[src/rtl/bcd_pkg.sv]
// rtl/bcd_pkg.sv - shared BCD digit type, constants and load clamp helper
package bcd_pkg;

    localparam int BCD_DIGIT_W = 4;
    localparam logic [BCD_DIGIT_W-1:0] BCD_MAX = 4'd9;

    typedef logic [BCD_DIGIT_W-1:0] bcd_digit_t;

    function automatic bcd_digit_t clamp_digit(input bcd_digit_t value, input bcd_digit_t limit);
        return (value > limit) ? limit : value;
    endfunction

endpackage

[src/rtl/bcd_digit_cell.sv]
// rtl/bcd_digit_cell.sv - one BCD digit register with limit-aware inc/dec/load
module bcd_digit_cell
    import bcd_pkg::*;
(
    input  logic       clk,
    input  logic       rst_n,
    input  bcd_digit_t limit,
    input  logic       inc,
    input  logic       dec,
    input  logic       load,
    input  bcd_digit_t init,
    output bcd_digit_t digit,
    output logic       at_limit,
    output logic       at_zero
);

    bcd_digit_t digit_q;
    bcd_digit_t digit_d;
    bcd_digit_t limit_eff;

    // A limit above 9 would let the digit leave BCD range, so cap it here.
    assign limit_eff = (limit > BCD_MAX) ? BCD_MAX : limit;

    assign at_limit = (digit_q == limit_eff);
    assign at_zero  = (digit_q == '0);
    assign digit    = digit_q;

    always_comb begin
        digit_d = digit_q;
        if (load) begin
            digit_d = clamp_digit(init, limit_eff);
        end else if (inc) begin
            digit_d = at_limit ? '0 : digit_q + 4'd1;
        end else if (dec) begin
            digit_d = at_zero ? limit_eff : digit_q - 4'd1;
        end
    end

    always_ff @(posedge clk or negedge rst_n) begin
        if (!rst_n) begin
            digit_q <= '0;
        end else begin
            digit_q <= digit_d;
        end
    end

endmodule

[src/rtl/bcd_updown_counter_nd.sv]
// rtl/bcd_updown_counter_nd.sv - N-digit BCD up/down counter; BCD_COUNTER_SATURATE_EN selects saturate instead of wrap
module bcd_updown_counter_nd
    import bcd_pkg::*;
#(
    parameter int                      NUM_DIGITS   = 2,
    parameter logic [4*NUM_DIGITS-1:0] DIGIT_LIMITS = {4'd5, 4'd9}
) (
    input  logic                    clk,
    input  logic                    rst_n,
    input  logic                    en,
    input  logic                    dir,
    input  logic                    load,
    input  logic [4*NUM_DIGITS-1:0] init_value,
    output logic [4*NUM_DIGITS-1:0] value,
    output logic                    carry_out,
    output logic                    borrow_out,
    output logic                    at_max,
    output logic                    at_zero
);

    logic [NUM_DIGITS-1:0] lim_v;
    logic [NUM_DIGITS-1:0] zero_v;
    logic [NUM_DIGITS-1:0] inc_v;
    logic [NUM_DIGITS-1:0] dec_v;

    logic step_up;
    logic step_dn;
    logic move_up;
    logic move_dn;

    logic carry_q;
    logic carry_d;
    logic borrow_q;
    logic borrow_d;

    assign at_max  = &lim_v;
    assign at_zero = &zero_v;

    assign step_up = en & ~dir & ~load;
    assign step_dn = en &  dir & ~load;

`ifdef BCD_COUNTER_SATURATE_EN
    assign move_up = step_up & ~at_max;
    assign move_dn = step_dn & ~at_zero;
`else
    assign move_up = step_up;
    assign move_dn = step_dn;
`endif

    // Digit i moves only when every lower digit is at its wrap point.
    always_comb begin
        inc_v = '0;
        dec_v = '0;
        for (int i = 0; i < NUM_DIGITS; i++) begin
            inc_v[i] = move_up;
            dec_v[i] = move_dn;
            for (int j = 0; j < i; j++) begin
                inc_v[i] = inc_v[i] & lim_v[j];
                dec_v[i] = dec_v[i] & zero_v[j];
            end
        end
    end

    generate
        for (genvar g = 0; g < NUM_DIGITS; g++) begin : g_digit
            bcd_digit_cell u_cell (
                .clk      (clk),
                .rst_n    (rst_n),
                .limit    (DIGIT_LIMITS[4*g +: 4]),
                .inc      (inc_v[g]),
                .dec      (dec_v[g]),
                .load     (load),
                .init     (init_value[4*g +: 4]),
                .digit    (value[4*g +: 4]),
                .at_limit (lim_v[g]),
                .at_zero  (zero_v[g])
            );
        end
    endgenerate

    // Pulses fire on the step itself, so a blocked saturating step still flags.
    always_comb begin
        carry_d  = step_up & at_max;
        borrow_d = step_dn & at_zero;
    end

    always_ff @(posedge clk or negedge rst_n) begin
        if (!rst_n) begin
            carry_q  <= 1'b0;
            borrow_q <= 1'b0;
        end else begin
            carry_q  <= carry_d;
            borrow_q <= borrow_d;
        end
    end

    assign carry_out  = carry_q;
    assign borrow_out = borrow_q;

endmodule

[config.mk]
export PLATFORM = sky130hd
export DESIGN_NAME = bcd_updown_counter_nd
export DESIGN_NICKNAME = d
export VERILOG_FILES = /design/src/rtl/bcd_pkg.sv /design/src/rtl/bcd_digit_cell.sv /design/src/rtl/bcd_updown_counter_nd.sv
export SDC_FILE = /design/constraint.sdc
export NUM_CORES = 1
export LEC_CHECK = 0
export ABC_AREA = 1
export CAP_MARGIN = 5
export CORE_AREA = 2 2 51 53
export DETAILED_ROUTE_END_ITERATION = 6
export DIE_AREA = 0 0 53 55
export PLACE_DENSITY_LB_ADDON = 0.12
export SETUP_SLACK_MARGIN = 0.5
export SKIP_CTS_REPAIR_TIMING = 1
export SLEW_MARGIN = 15
export SYNTH_ARGS = -nofsm -noshare
export SYNTH_HDL_FRONTEND = slang
export SYNTH_SLANG_ARGS = --single-unit
[constraint.sdc]
create_clock -name clk -period 1.2 [get_ports clk]
set_clock_uncertainty 0.05 [all_clocks]
set_input_delay 0.36 -clock clk [delete_from_list [all_inputs] [get_ports clk]]
set_output_delay 0.36 -clock clk [all_outputs]
set_load 0.03 [all_outputs]
==> results of run 1 <==
==> worst min-delay path by stage <==
stage,from,end,slack [ns],cells past startpoint
6_report,rst_n,g_digit[0].u_cell.digit[2]$_DFFE_PN0P_,0.32,2
5_1_grt,rst_n,g_digit[0].u_cell.digit[2]$_DFFE_PN0P_,0.32,2
4_1_cts,rst_n,g_digit[0].u_cell.digit[2]$_DFFE_PN0P_,0.32,2
3_5_place_dp,g_digit[1].u_cell.digit[2]$_DFFE_PN0P_,g_digit[1].u_cell.digit[2]$_DFFE_PN0P_,0.50,2
3_3_place_gp,g_digit[1].u_cell.digit[2]$_DFFE_PN0P_,g_digit[1].u_cell.digit[2]$_DFFE_PN0P_,0.49,2
2_1_floorplan,rst_n,borrow_out$_DFF_PN0_,0.01,0
==> Yosys cell counts, drive strengths merged <==
cell	instances	area, sq um
a21oi	4	23.8
nand3	19	118
a22oi	1	7.51
nor3	1	5.00
o21bai	1	7.51
buf	2	18.8
nand2	58	233
inv	21	78.8
nand4	3	18.8
o21ai	3	15.0
nor2	24	108
dfrtp	10	250
o22ai	1	6.26
==> placed cells by master (no fill, tap or decap), types with 4 or more instances in the layout <==
| master | instances |
|---|---|
| nand2_1 | 38 |
| buf_4 | 24 |
| buf_6 | 22 |
| nand2_2 | 14 |
| nand3_1 | 13 |
| nor2_1 | 10 |
| dfrtp_2 | 10 |
| inv_2 | 9 |
| nor2_4 | 9 |
| inv_1 | 9 |
| nand2_4 | 6 |
| dlymetal6s2s_1 | 6 |
| clkdlybuf4s50_1 | 6 |
| nor2_2 | 5 |
| nand3_4 | 4 |
==> sequential cells by signal (all words and copies together), names as in the netlist <==
name	cells
carry_out	1
borrow_out	1
g_digit.u_cell.digit	8
==> final cells by class <==
cell class	instances	area, sq um
well taps	30	37.5
multi-input cells	115	719
inverters	21	88.8
flip-flops and latches	10	263
repair buffers	59	583
fillers	186	637
clock buffers	4	36.3
==> report_power, final <==
group	switching [mW]	leakage (nW)	internal, mW
combinational	0.558	0.782	0.511
clock	0.133	0.0210	0.184
sequential	0.0707	0.112	0.382
==> routing by layer <==
metal  GRT usage, %  vias up
li1               -      588
met1           27.3      536
met2           34.6       38
met3           5.65        0
met4           1.71        0
met5              0        -
==> logic make-up (layout without fill, tap and decap cells) <==
kind of cell / count (synthesis) / after routing / share of synthesized area [%]
buf+inv: 23 / 84 / 11.0
simple gates: 105 / 105 / 54.1
compound gates: 10 / 10 / 6.75
flops: 10 / 10 / 28.1
==> worst register-to-register path, stage by stage (launching register included) <==
cell	delay, ns
dfrtp_2	0.47
buf_6	0.14
buf_6	0.11
inv_6	0.06
nand2_4	0.05
nor2_4	0.09
nand2_4	0.10
nand2_2	0.07
nand3_1	0.08
nand2_1	0.08
nand2_1	0.05
==> stage by stage <==
step                power (mW)  setup slack [ns]  hold WS [ns]  setup TNS, ns
global route              1.95            -0.520         0.323          -5.05
detailed placement        1.27            -0.522         0.495          -5.26
finish                    1.84            -0.461         0.324          -4.01
CTS                       1.59            -0.565         0.322          -4.81
global placement          1.26            -0.481         0.489          -4.85
floorplan                0.900            -0.270        0.0144         -0.701
==> key figures, run 1 <==
Outcome
  – Status: finished with violations
  – Violated checks: setup timing

Routing
  – Final ANT Viol Nets: 0
  – Pre-Repair DR Iteration Count: 4
  – Iter 0 DRT Violations: 31
  – Top Layer Used: met3
  – Met3 wire len: 194 um
  – # DRC: 0
  – Via density: 4.86
  – Detailed-route via count: 1162
  – Avg WL per Cell: 12.5 um
  – Routed met2 length: 1570 um
  – Post-Route WL: 2980 um
  – Met1 WL: 1220 um

Pwr
  – PwrDens: 1060 nW/um^2
  – VDD IR max: 0.00109 V
  – P_leak: 0.915 nW

Worst setup path
  – CP Data Required Time: 0.79 ns
  – Reg2reg start: g_digit[0].u_cell.digit[1]$_DFFE_PN0P_
  – CP bufs+invs: 1
  – Reg2reg end: g_digit[1].u_cell.digit[2]$_DFFE_PN0P_
  – Critical path, cell by cell: nor2_4 > nand2_2 > nor2_4 > buf_6
  – CP startpoint kind: register
  – Critical Path Sink: at_zero
  – CP delay by family, top: flip-flops
  – Reg2reg path depth: 10
  – Crit path max fanout: 4
  – Critical-path top delay cell: dfrtp_2
  – CP Class: reg2out
  – Crit-path max cell delay: 0.46 ns
  – Arr. time, crit path: 1.25 ns
  – Crit end category: output pin
  – Reg2reg setup slack: -0.25 ns
  – Crit path depth: 4
  – Cell mode on critical path: nor2_4
  – Crit. Startpoint: g_digit[0].u_cell.digit[2]$_DFFE_PN0P_

Die
  – Row cnt: 18
  – Area of the die: 2920 sq um
  – Die Span X: 53 um
  – Starting density of the core: 37.6%
  – Ports: 25
  – Core area: 2360 sq um
  – Die Y: 55 um

Timing
  – Slew HR: 83.7%
  – Tmin final: 1.66 ns
  – FMAX: 602 MHz
  – Worst-margin pin slew: 0.242 ns
  – Number of setup violations in the final report: 21
  – Final worst slack: -0.461 ns
  – Final Hold Fails: 0
  – RSZ-0062 raised after global routing: true
  – Max Slew Vio Count: 0
  – Final worst-path cycle share: 138%

Yosys
  – Syn Inst Count: 148
  – Yosys reg bits: 10
  – Synth warnings: 0
  – Net Count, Synth: 161
  – Netlist cell types: 23
  – Seq/Total Area, Yosys: 28.1%
  – Synth Area per Inst: 6.01 sq um
  – Mapped Area: 890 sq um

Clock network
  – Cell chosen for the clock root: clkbuf_4
  – CTS HTree Levels: 1
  – Number of CTS-inserted buffers: 3
  – Clk Latency, worst-skew pair: 0.27 ns
  – Clock slew at reported path FFs: 0.08 ns
  – Max clock buf depth: 2
  – CTS tree: built
  – Sink Count: 10

Global route
  – Largest net degree at the start of global routing: 11
  – First-pass GRT wire length: 4330 um
  – Vias in the first global route: 1008
  – GRT Total Usage: 20.5%
  – Global route total overflow: 0
  – Initial antenna violation count: 0

Layout
  – Number of inserted diodes: 0
  – Layout cell share with drive strength beyond 1: 56.0%
  – Post-route insts no fill: 239
  – Final core utilization: 73.1%
  – Area growth, synth to finish: 94.2%
  – Total Nets Final: 223
  – Final instance area: 1730 sq um

Job
  – Max-Cap Viols: 0

Place
  – DP HPWL: 2170 um
  – Port Buffer Count: 24
  – Placed cell count: 230
  – Placed inst area: 1430 sq um
  – GPL Wtd Cong: 0.932

Hold path
  – HP Class: in2async
Note: power is estimated with default switching activity, not from simulation.
==> run 2: changes to the inputs <==
--- a/config.mk
+++ b/config.mk
@@ -10,7 +10,8 @@
 export CORE_AREA = 2 2 51 53
 export DETAILED_ROUTE_END_ITERATION = 6
 export DIE_AREA = 0 0 53 55
-export PLACE_DENSITY_LB_ADDON = 0.12
+export PLACE_DENSITY_LB_ADDON = 0.15
+export REMOVE_ABC_BUFFERS = 1
 export SETUP_SLACK_MARGIN = 0.5
 export SKIP_CTS_REPAIR_TIMING = 1
 export SLEW_MARGIN = 15
==> constraint.sdc (replaced) <==
create_clock -name clk -period 2.1 [get_ports clk]
set_clock_uncertainty 0.05 [all_clocks]
set_input_delay 0.63 -clock clk [delete_from_list [all_inputs] [get_ports clk]]
set_output_delay 0.63 -clock clk [all_outputs]
set_load 0.03 [all_outputs]
==> key figures, run 2 (synthesized netlist as in run 1, its figures left out) <==
Worst setup path
  – CP Class: reg2out
  – Crit path max fanout: 6
  – Cell mode on critical path: inv_2
  – Reg2reg end: g_digit[1].u_cell.digit[2]$_DFFE_PN0P_
  – CP startpoint kind: register
  – Reg2reg setup slack: 0.72 ns
  – Crit-path max cell delay: 0.45 ns
  – Crit end category: output pin
  – Critical path, cell by cell: inv_2 > nand2_2 > inv_2 > nand2_4 > nor2_2 > buf_6
  – Reg2reg start: g_digit[0].u_cell.digit[1]$_DFFE_PN0P_
  – Critical-path top delay cell: dfrtp_2
  – CP Data Required Time: 1.42 ns
  – Reg2reg path depth: 9
  – Arr. time, crit path: 1.34 ns

Timing
  – Final worst slack: 0.0834 ns
  – RSZ-0062 raised after global routing: true
  – Max Slew Vio Count: 0
  – FMAX: 496 MHz
  – Final worst-path cycle share: 96.0%
  – Tmin final: 2.02 ns
  – Number of setup violations in the final report: 0
  – Final Hold Fails: 0
  – Worst-margin pin slew: 0.524 ns
  – Slew HR: 64.9%

Pwr
  – Sw power: 0.355 mW
  – Power Internal: 0.506 mW
  – Sequential share of power: 29.5%
  – VDD IR max: 0.000370 V
  – Logic pwr share: 49.3%
  – Clock share of power: 21.1%
  – PwrDens: 617 nW/um^2
  – P_leak: 0.805 nW
  – Total power: 0.861 mW
  – Sw Ratio: 41.2%

Clock network
  – CTS HTree Levels: 1
  – CTS tree: built
  – Sink Count: 10
  – Max clock buf depth: 2
  – Cell chosen for the clock root: clkbuf_4
  – Number of CTS-inserted buffers: 3
  – Clk Latency, worst-skew pair: 0.28 ns
  – Clock slew at reported path FFs: 0.07 ns

Global route
  – GRT Total Usage: 17.9%
  – Global route total overflow: 0
  – Initial antenna violation count: 0
  – First-pass GRT wire length: 3730 um
  – Largest net degree at the start of global routing: 11
  – Vias in the first global route: 880

Layout
  – Layout cell share with drive strength beyond 1: 37.6%
  – Max FFs per register: 8
  – Number of inserted diodes: 0
  – Most frequent cells in the layout: nand2_1 (51), buf_4 (19), nand3_1 (16)
  – Commonest non-fill, non-tap cell in the layout: nand2_1
  – Area growth, synth to finish: 57.0%
  – Total Nets Final: 208
  – Final core utilization: 59.0%

Hold path
  – Hold_sp: g_digit[1].u_cell.digit[3]$_DFFE_PN0P_
  – HP Class: reg2reg
  – Hold depth: 2
  – Worst Hold End: g_digit[1].u_cell.digit[3]$_DFFE_PN0P_

Job
  – Max-Cap Viols: 0

Place
  – GPL Wtd Cong: 0.918
  – DP HPWL: 1790 um
  – Dpl ws: 0.0579 ns
  – Port Buffer Count: 24

Outcome
  – Status: completed

Die
  – Starting density of the core: 37.6%
  – Area of the die: 2920 sq um
  – Die Y: 55 um
  – Die Span X: 53 um
  – Core area: 2360 sq um
  – Ports: 25
  – Row cnt: 18

Routing
  – Via density: 4.73
  – Pre-Repair DR Iteration Count: 4
  – Detailed-route via count: 1059
  – Post-Route WL: 2500 um
  – Final ANT Viol Nets: 0
  – Iter 0 DRT Violations: 8
  – Avg WL per Cell: 11.2 um
  – # DRC: 0
[run 2: cell count changes in the layout (fill, tap and decap cells not counted), sizes merged]
cell / change
buf: -18
dlymetal6s2s: -1
clkdlybuf4s50: +3
clkbuf: +1
[run 2: how the worst max path moves through the flow]
| stage | start | endpoint | slack [ns] |
|---|---|---|---|
| floorplan | g_digit[1].u_cell.digit[0]$_DFFE_PN0P_ | at_zero | 0.04 |
| global placement | en | g_digit[1].u_cell.digit[2]$_DFFE_PN0P_ | 0.07 |
| detailed placement | en | g_digit[1].u_cell.digit[2]$_DFFE_PN0P_ | 0.06 |
| CTS | g_digit[0].u_cell.digit[0]$_DFFE_PN0P_ | value[0] | -0.11 |
| global route | g_digit[1].u_cell.digit[1]$_DFFE_PN0P_ | at_zero | 0.02 |
| finish | g_digit[0].u_cell.digit[2]$_DFFE_PN0P_ | at_max | 0.08 |
[run 2: through the flow]
step | instance area (sq um) | hold WS, ns | TNS (ns) | std cells
6_report | 1400 | 0.480 | 0 | 224
5_1_grt | 1400 | 0.521 | 0 | 224
4_1_cts | 1200 | 0.528 | -0.364 | 207
3_5_place_dp | 1170 | 0.509 | 0 | 203
3_3_place_gp | 1170 | 0.497 | 0 | 203
2_1_floorplan | 871 | 0.284 | 0 | 146
[run 2: worst max-delay path: cells and delay by family (launching register included)]
kind | cells | cell delay, ns
flops | 1 | 0.45
buf+inv | 3 | 0.35
simple gates | 3 | 0.27
[run 2: area by class of cell]
| type | count | area, sq um |
|---|---|---|
| Tap cell | 30 | 37.5 |
| Sequential cell | 10 | 259 |
| Multi-Input combinational cell | 115 | 582 |
| Fill cell | 252 | 968 |
| Clock buffer | 4 | 36.3 |
| Timing Repair Buffer | 44 | 400 |
| Inverter | 21 | 81.3 |
[run 2: power groups by stage]
stage          sequential (mW)  clock (mW)  combinational [mW]
6_report                 0.254       0.182               0.425
5_1_grt                  0.258       0.194               0.467
4_1_cts                  0.253       0.189               0.338
3_5_place_dp             0.256           0               0.336
3_3_place_gp             0.256           0               0.337
2_1_floorplan            0.298           0               0.169
[run 2: metal layers]
metal | share of wire, % | wire, um | track usage (%)
met3 | 3.5 | 87 | 2.42
met2 | 53 | 1320 | 32.3
met4 | 1.3 | 32 | 9.40
met1 | 42 | 1060 | 20.6
met5 | 0 | 0 | 0
==> run 3: changes to the inputs <==
==> constraint.sdc (replaced) <==
create_clock -name clk -period 2.1 [get_ports clk]
set_clock_uncertainty 0.05 [all_clocks]
set_input_delay 0.21 -clock clk [delete_from_list [all_inputs] [get_ports clk]]
set_output_delay 0.21 -clock clk [all_outputs]
set_load 0.02 [all_outputs]
==> key figures, run 3 (synthesized netlist as in run 1, its figures left out) <==
Worst setup path
  – Reg2reg end: g_digit[1].u_cell.digit[2]$_DFFE_PN0P_
  – Arr. time, crit path: 1.34 ns
  – Reg2reg start: g_digit[0].u_cell.digit[1]$_DFFE_PN0P_
  – Critical-path top delay cell: dfrtp_2
  – Crit-path max cell delay: 0.45 ns
  – Crit path max fanout: 7
  – Reg2reg setup slack: 0.80 ns
  – Critical path, cell by cell: inv_2 > nand2_2 > nor2_2 > nand2_1 > nor2_1 > buf_2
  – Crit end category: output pin
  – CP Class: reg2out
  – Crit. Startpoint: g_digit[1].u_cell.digit[1]$_DFFE_PN0P_
  – Critical Path Sink: at_zero
  – Reg2reg path depth: 8
  – CP Data Required Time: 1.84 ns
  – CP startpoint kind: register

Clock network
  – Clk Latency, worst-skew pair: 0.26 ns
  – Clock slew at reported path FFs: 0.07 ns
  – Sink Count: 10
  – Number of CTS-inserted buffers: 3
  – Max clock buf depth: 2
  – CTS HTree Levels: 1
  – CTS tree: built
  – Cell chosen for the clock root: clkbuf_4

Layout
  – Max FFs per register: 8
  – Commonest non-fill, non-tap cell in the layout: nand2_1
  – Number of inserted diodes: 0
  – Area growth, synth to finish: 39.0%
  – Layout cell share with drive strength beyond 1: 22.5%
  – Most frequent cells in the layout: nand2_1 (53), nor2_1 (17), nand3_1 (16)
  – Total Nets Final: 193
  – Post-route insts no fill: 208

Outcome
  – Status: completed

Die
  – Area of the die: 2920 sq um
  – Die Span X: 53 um
  – Starting density of the core: 37.6%
  – Row cnt: 18
  – Core area: 2360 sq um
  – Die Y: 55 um
  – Ports: 25

Global route
  – First-pass GRT wire length: 3670 um
  – Global route total overflow: 0
  – Vias in the first global route: 872
  – Initial antenna violation count: 0
  – Largest net degree at the start of global routing: 11
  – GRT Total Usage: 17.6%

Routing
  – Met1 WL: 980 um
  – Top Layer Used: met4
  – # DRC: 0
  – Via density: 4.92
  – Detailed-route via count: 1024
  – Post-Route WL: 2270 um
  – Pre-Repair DR Iteration Count: 4
  – Met3 wire len: 109 um
  – Routed met2 length: 1140 um
  – Iter 0 DRT Violations: 12
  – Final ANT Viol Nets: 0
  – Avg WL per Cell: 10.9 um

Pwr
  – VDD IR max: 0.000378 V
  – P_leak: 0.705 nW
  – PwrDens: 580 nW/um^2

Timing
  – Final hold slack: 0.252 ns
  – Final Hold Fails: 0
  – Worst-margin pin slew: 0.543 ns
  – RSZ-0062 raised after global routing: true
  – FMAX: 624 MHz
  – Tmin final: 1.60 ns
  – Final worst-path cycle share: 76.3%
  – Number of setup violations in the final report: 0
  – Final worst slack: 0.497 ns
  – Slew HR: 63.7%
  – Max Slew Vio Count: 0

Place
  – Dpl ws: 0.234 ns
  – Placed cell count: 203
  – GPL Wtd Cong: 0.848
  – DP HPWL: 1790 um
  – Port Buffer Count: 24

Job
  – Max-Cap Viols: 0

Hold path
  – HP Class: in2async
-- run 3: per-layer routing --
| metal | up-vias | GRT usage (%) |
|---|---|---|
| li1 | 529 | - |
| met1 | 464 | 21.2 |
| met2 | 27 | 29.0 |
| met3 | 4 | 2.96 |
| met4 | 0 | 11.5 |
| met5 | - | 0 |
-- run 3: metrics by stage --
stage | power, mW | utilization (%) | TNS, ns | area, sq um
after floorplan | 0.449 | - | 0 | 871
after detailed placement | 0.575 | 49.5 | 0 | 1170
after CTS | 0.714 | 50.5 | -0.0665 | 1190
after global placement | 0.571 | 49.5 | 0 | 1170
final | 0.717 | 52.3 | 0 | 1240
after global routing | 0.777 | 52.3 | 0 | 1240
-- run 3: where the power goes --
| group | total [mW] | switching, mW | leakage, nW | internal [mW] |
|---|---|---|---|---|
| sequential | 0.261 | 0.0436 | 0.117 | 0.217 |
| clock | 0.134 | 0.0677 | 0.0138 | 0.0661 |
| combinational | 0.322 | 0.185 | 0.573 | 0.137 |
-- run 3: layout make-up --
type	count	area, sq um
fillers	263	1130
multi-input cells	115	549
repair buffers	29	288
flip-flops and latches	10	258
inverters	21	81.3
well taps	30	37.5
clock buffers	3	22.5
-- run 3: worst min path at each step --
| stage | to | slack [ns] | cells after the start |
|---|---|---|---|
| after floorplan | borrow_out$_DFF_PN0_ | -0.14 | 0 |
| after global placement | g_digit[1].u_cell.digit[0]$_DFFE_PN0P_ | 0.51 | 2 |
| after detailed placement | g_digit[1].u_cell.digit[0]$_DFFE_PN0P_ | 0.50 | 2 |
| after CTS | g_digit[0].u_cell.digit[0]$_DFFE_PN0P_ | 0.26 | 1 |
| after global routing | carry_out$_DFF_PN0_ | 0.27 | 1 |
| final | borrow_out$_DFF_PN0_ | 0.25 | 1 |
-- run 3: critical path, delay by kind of cell (launching register included) --
family | cells | cell delay, ns
buffers and inverters | 2 | 0.25
flip-flops | 1 | 0.45
AND/OR/NAND/NOR | 4 | 0.37
